<file path="src/rtl/value_capture_fifo_pkg.sv">
// rtl/value_capture_fifo_pkg.sv - shared sizing constants for the enable/value capture path
package value_capture_fifo_pkg;

    localparam int VCF_WIDTH = 8;
    localparam int VCF_DEPTH = 4;

    // Occupancy counter must represent 0..depth inclusive.
    function automatic int count_width(input int depth);
        return $clog2(depth + 1);
    endfunction

endpackage

</file>
<file path="src/rtl/value_capture_fifo.sv">
// rtl/value_capture_fifo.sv - captures strobed values into a first-word-fall-through queue
module value_capture_fifo
    import value_capture_fifo_pkg::*;
#(
    parameter int WIDTH = VCF_WIDTH,
    parameter int DEPTH = VCF_DEPTH
) (
    input  logic                            i_clk,
    input  logic                            i_rst,
    input  logic                            i_en,
    input  logic [WIDTH-1:0]                i_value,
    output logic                            o_valid,
    input  logic                            i_ready,
    output logic [WIDTH-1:0]                o_value,
    output logic [count_width(DEPTH)-1:0]   o_count,
    output logic                            o_overflow
);

    localparam int PW = $clog2(DEPTH);
    localparam int CW = count_width(DEPTH);
    localparam logic [CW-1:0] FULL = CW'(DEPTH);

    generate
        if (DEPTH < 2 || (DEPTH & (DEPTH - 1)) != 0) begin : g_bad_depth
            $error("value_capture_fifo: DEPTH must be a power of two and at least 2");
        end
    endgenerate

    logic [WIDTH-1:0] mem [DEPTH];
    logic [PW-1:0]    rd_ptr;
    logic [PW-1:0]    wr_ptr;
    logic [CW-1:0]    count;
    logic             overflow;
    logic             pop;
    logic             push;

    // A full queue still accepts a strobe when the head leaves in the same cycle.
    always_comb begin
        pop  = o_valid & i_ready;
        push = i_en & ((count != FULL) | pop);
    end

    always_ff @(posedge i_clk) begin
        if (push) begin
            mem[wr_ptr] <= i_value;
        end
    end

    always_ff @(posedge i_clk) begin
        if (i_rst) begin
            rd_ptr   <= '0;
            wr_ptr   <= '0;
            count    <= '0;
            overflow <= 1'b0;
        end else begin
            if (push) begin
                wr_ptr <= wr_ptr + PW'(1);
            end
            if (pop) begin
                rd_ptr <= rd_ptr + PW'(1);
            end
            case ({push, pop})
                2'b10:   count <= count + CW'(1);
                2'b01:   count <= count - CW'(1);
                default: count <= count;
            endcase
            if (i_en && !push) begin
                overflow <= 1'b1;
            end
        end
    end

    always_comb begin
        o_valid    = (count != '0);
        o_value    = o_valid ? mem[rd_ptr] : '0;
        o_count    = count;
        o_overflow = overflow;
    end

endmodule

</file>
<file path="config.mk">
export PLATFORM = sky130hd
export DESIGN_NAME = value_capture_fifo
export DESIGN_NICKNAME = d
export VERILOG_FILES = /design/src/rtl/value_capture_fifo_pkg.sv /design/src/rtl/value_capture_fifo.sv
export SDC_FILE = /design/constraint.sdc
export NUM_CORES = 1
export LEC_CHECK = 0
export BUFFER_PORTS_ARGS = -buffer_cell sky130_fd_sc_hd__buf_2
export CAP_MARGIN = 25
export CORE_MARGIN = 8
export CORE_UTILIZATION = 55
export DETAILED_ROUTE_END_ITERATION = 10
export GPL_ROUTABILITY_DRIVEN = 0
export MAX_ROUTING_LAYER = met4
export PLACE_DENSITY = 0.89
export RECOVER_POWER = 25
export SYNTH_ARGS = -nofsm -noshare
export SYNTH_HDL_FRONTEND = slang
export SYNTH_SLANG_ARGS = --single-unit
</file>
<file path="constraint.sdc">
create_clock -name i_clk -period 2.6 [get_ports i_clk]
set_input_delay 0.13 -clock i_clk [delete_from_list [all_inputs] [get_ports i_clk]]
set_output_delay 0.13 -clock i_clk [all_outputs]
set_load 0.02 [all_outputs]
</file>
==> run summary <==
Across all register-to-register paths, the minimum setup slack is ~400 ps. The fraction of power spent switching nets came out at approximately a third. The power per cell area is ~900 nW/um^2.

The cell seen most often among critical-path stages is inv_1. Across the run, the number of max-cap violations was 0. The number of vias per cell is a little over 5. The maximum count of clock buffers along a single path is 2. Ranked by total cell area, the synthesized netlist is headed by edfxtp_1 55%, dfxtp_1 12%, mux4_2 10%.

The placeable core region came out at 3030 sq um. The ratio of cells with drive above 1 in the final layout is 24.6%. After the first detailed-routing iteration, the DRC count stood at 76.

The endpoint identified for the worst register-to-register timing path is o_count[2]. The number of port buffers is 24. The initial antenna violation count is 0.

For met3 alone, demand over resource in global routing was 3.44%. The largest single stage delay on the critical path is slightly below 400 ps. The period utilization is between 80 and 90%. The depth of the CTS H-tree came out at 2. The total negative slack came out at 0 ps.

The pre-CTS setup slack is between 400 and 500 ps. The placed wire-length estimate after detailed placement came out at 2110 um. The number of pins with negative max-slew slack in the final report came out at 0.

Summed over all cells, the static leakage comes to 0.728 nW. Of all cell types, the one taking the most synthesized area is edfxtp_1. After synthesis the netlist holds a flip-flop and latch count of 42. The cell count of the worst reg-to-reg path is 9.

The number of detailed-routing iterations run before antenna repair came out at 4. The count of vias placed by the detailed router came out at ~950. The mean post-synth cell area came out at 16.1 sq um. After synthesis, the netlist uses 24 different library cells. The net count after synthesis is 126. The first-pass GRT wire length came out at between 4000 and 5000 um. The average wire per cell in the routed design is ~16 um. Setup repair after global routing left no endpoint under its margin. Traced cell by cell, the critical path runs through nor4b_4 > nor2b_2 > inv_1 > ha_1 > inv_1 > fa_1 > xor2_1 > or3_1 > a21oi_1. The transition time at the pin with the least slew margin is 735 ps.

The worst hold-check path type is input port to flip-flop. Summing the sequential cell areas from Yosys gives about two thirds of the chip area. Combinational logic is responsible for 34.8% of the overall power. Timing would allow up to approximately 450 MHz.

The signed area change from the synthesized netlist to the final layout came out at 14.6%. The net count of the finished layout is 159. The fraction of met2 tracks used by global routing is 20.0%. The most critical setup path has its startpoint at o_count[1].

The number of warnings printed during yosys synthesis came out at 0. After detailed routing, the number of remaining DRC violations is 0. The critical path ends at o_count[2]. The slowest stage of the critical path belongs to the cell dfxtp_1. The clock group share of total power is 16.2%. The type of the setup path with the least slack is flip-flop to flip-flop.

The power spent charging and discharging nets came out at approximately 630 uW. In the synthesized netlist, the number of instances is 108. The die width is 72.2 um. The worst voltage drop across the vdd grid came out at approximately 370 uV. The number of clock buffers inserted by TritonCTS came out at 5. The height of the die is just over 70 um. The clock root buffer is clkbuf_4.

Summing every instance area after synthesis gives 1730 sq um. On the critical path the largest part of the delay comes from simple AND/OR/NAND/NOR gates. The total number of placement rows is 20.

The count of pins on the block boundary is 25. TritonCTS built the clock tree. The die area came out at 5210 sq um. The largest fanout on the critical path came out at 7.

The worst path required time came out at just under 3000 ps. met2 is the most crowded layer. The minimum period implied by the final worst setup slack is 2200 ps. The normalized max-slew margin is 50.6%. The startpoint of the worst register-to-register path is o_count[1]. The via count of the first global-routing pass was 982. 0 antenna diodes ended up in the layout.

The insertion delay to the later sink of the worst-skew pair came out at 340 ps. The total setup violations reported at the end of the flow is 0. The total clock sinks is 42.

The met1 global-route usage is a little over an eighth. Once the floorplan was initialized, standard cells occupied a little under three fifths of the core. The run finished with clean final reports.

The sum of buffers and inverters on the critical path came out at 2. Global routing used 12.0% of the available tracks across all layers. The portion of total power attributed to sequential cells came out at around 49%. The final-report hold violation count came to 0.

The launching element type of the critical path is a flip-flop. The area share of the leading cell type in the synthesized netlist came out at between 50% and 60%. The cell internal power dissipation is 1.16 mW. The number of nets with antenna violations after detailed routing came out at 0.

The total overflow left after global routing is 0. The count of cell instances traversed by the critical path is 9. The kind of end point of the critical path is a flip-flop. The pin count of the biggest net entering global routing is 13. The total wirelength of the detailed-routed design came out at 2890 um.

The CTS clock-pin slew for the worst setup and hold paths came out at 110 ps. The post-layout worst setup margin came out at roughly 400 ps. Post-CTS repair changed the size of 0 cells. STA puts the critical path data arrival time at 2490 ps.

The completed layout was analyzed and its total power is about 1.8 mW. The setup clock skew after layout is 8.65 ps.
power by group through the flow:
stage / Clock (mW) / Sequential, mW / Combinational, mW
6_report: 0.291 / 0.878 / 0.623
5_1_grt: 0.320 / 0.895 / 0.684
4_1_cts: 0.295 / 0.882 / 0.635
3_5_place_dp: 0 / 0.898 / 0.628
3_3_place_gp: 0 / 0.891 / 0.608
2_1_floorplan: 0 / 0.879 / 0.448
metal layers:
metal,wire [um],share of wire (%),vias up
met5,0,0,-
met4,52,1.8,0
met3,117,4.1,7
met2,1550,54,22
met1,1170,41,466
li1,-,-,454
state kept, by name, summed over array words and instances, names as in the netlist, named ones only:
signal	count
rd_ptr	2
o_overflow	1
mem	32
o_count	3
wr_ptr	2
synthesized netlist by cell type:
cell type / n
edfxtp_1: 32
dfxtp_1: 10
inv_1: 8
mux4_2: 8
nor2_1: 8
nor2b_1: 8
ha_1: 5
a21oi_1: 4
and2_1: 4
xor2_1: 3
clkbuf_1: 2
nand2b_1: 2
o21ai_0: 2
or3_1: 2
buf_2: 1
buf_4: 1
fa_1: 1
mux2_4: 1
mux2i_1: 1
nand2_1: 1
nor2b_2: 1
nor3_1: 1
nor4b_4: 1
o31ai_1: 1
layout make-up:
class	count	area, sq um
clock buffer	5	37.5
clock inverter	3	11.3
timing repair buffer	30	170
tap	44	55.1
inverter	8	30.0
sequential	42	1160
fill	208	1040
multi-input combinational	54	523
worst min-delay path, delay by kind of cell:
family	cells	cell delay, ps
and+or+nand+nor	1	70
buffers and inverters	1	90
AOI/OAI and AO/OA	1	70
cells by family after synthesis:
family | share of synthesized area, %
muxes | 11.8
adders and majority gates | 4.76
buffers and inverters | 2.89
DFF | 67.0
AOI/OAI and AO/OA | 2.16
xor gates and xnor gates | 1.52
and+or+nand+nor | 9.88
placed cells by master, fill, tap and decap left out, types with 5 or more instances in the layout:
master	count
clkbuf_4	5
nor2_1	8
clkbuf_1	6
dfxtp_1	10
buf_2	18
mux4_2	8
edfxtp_1	32
inv_1	8
dlygate4sd3_1	5
nor2b_1	8
ha_1	5
stage by stage:
| step | utilization [%] | hold WS, ps | instance area [sq um] | cells |
|---|---|---|---|---|
| after detailed placement | 62.6 | 354 | 1900 | 173 |
| after global routing | 65.7 | 35.0 | 1990 | 186 |
| after floorplan | - | 229 | 1730 | 108 |
| final | 65.7 | 41.3 | 1990 | 186 |
| after CTS | 65.6 | 0.652 | 1990 | 185 |
| after global placement | 62.6 | 340 | 1900 | 173 |
timing repair:
action,4_1_cts,5_1_grt
buffers inserted,0,0
hold buffers,4,1
hold endpoints to repair,14,4
how the worst min path moves through the flow:
stage | to | from | slack (ps) | cells past startpoint
6_report | o_overflow | i_en | 40 | 3
2_1_floorplan | mem[0][0] | i_value[0] | 230 | 0
4_1_cts | mem[1][3] | i_value[3] | 0.7 | 1
3_3_place_gp | mem[2][7] | i_value[7] | 340 | 1
5_1_grt | o_overflow | i_en | 30 | 3
3_5_place_dp | mem[2][7] | i_value[7] | 350 | 1
No activity file was read; power rests on OpenSTA's default activity.
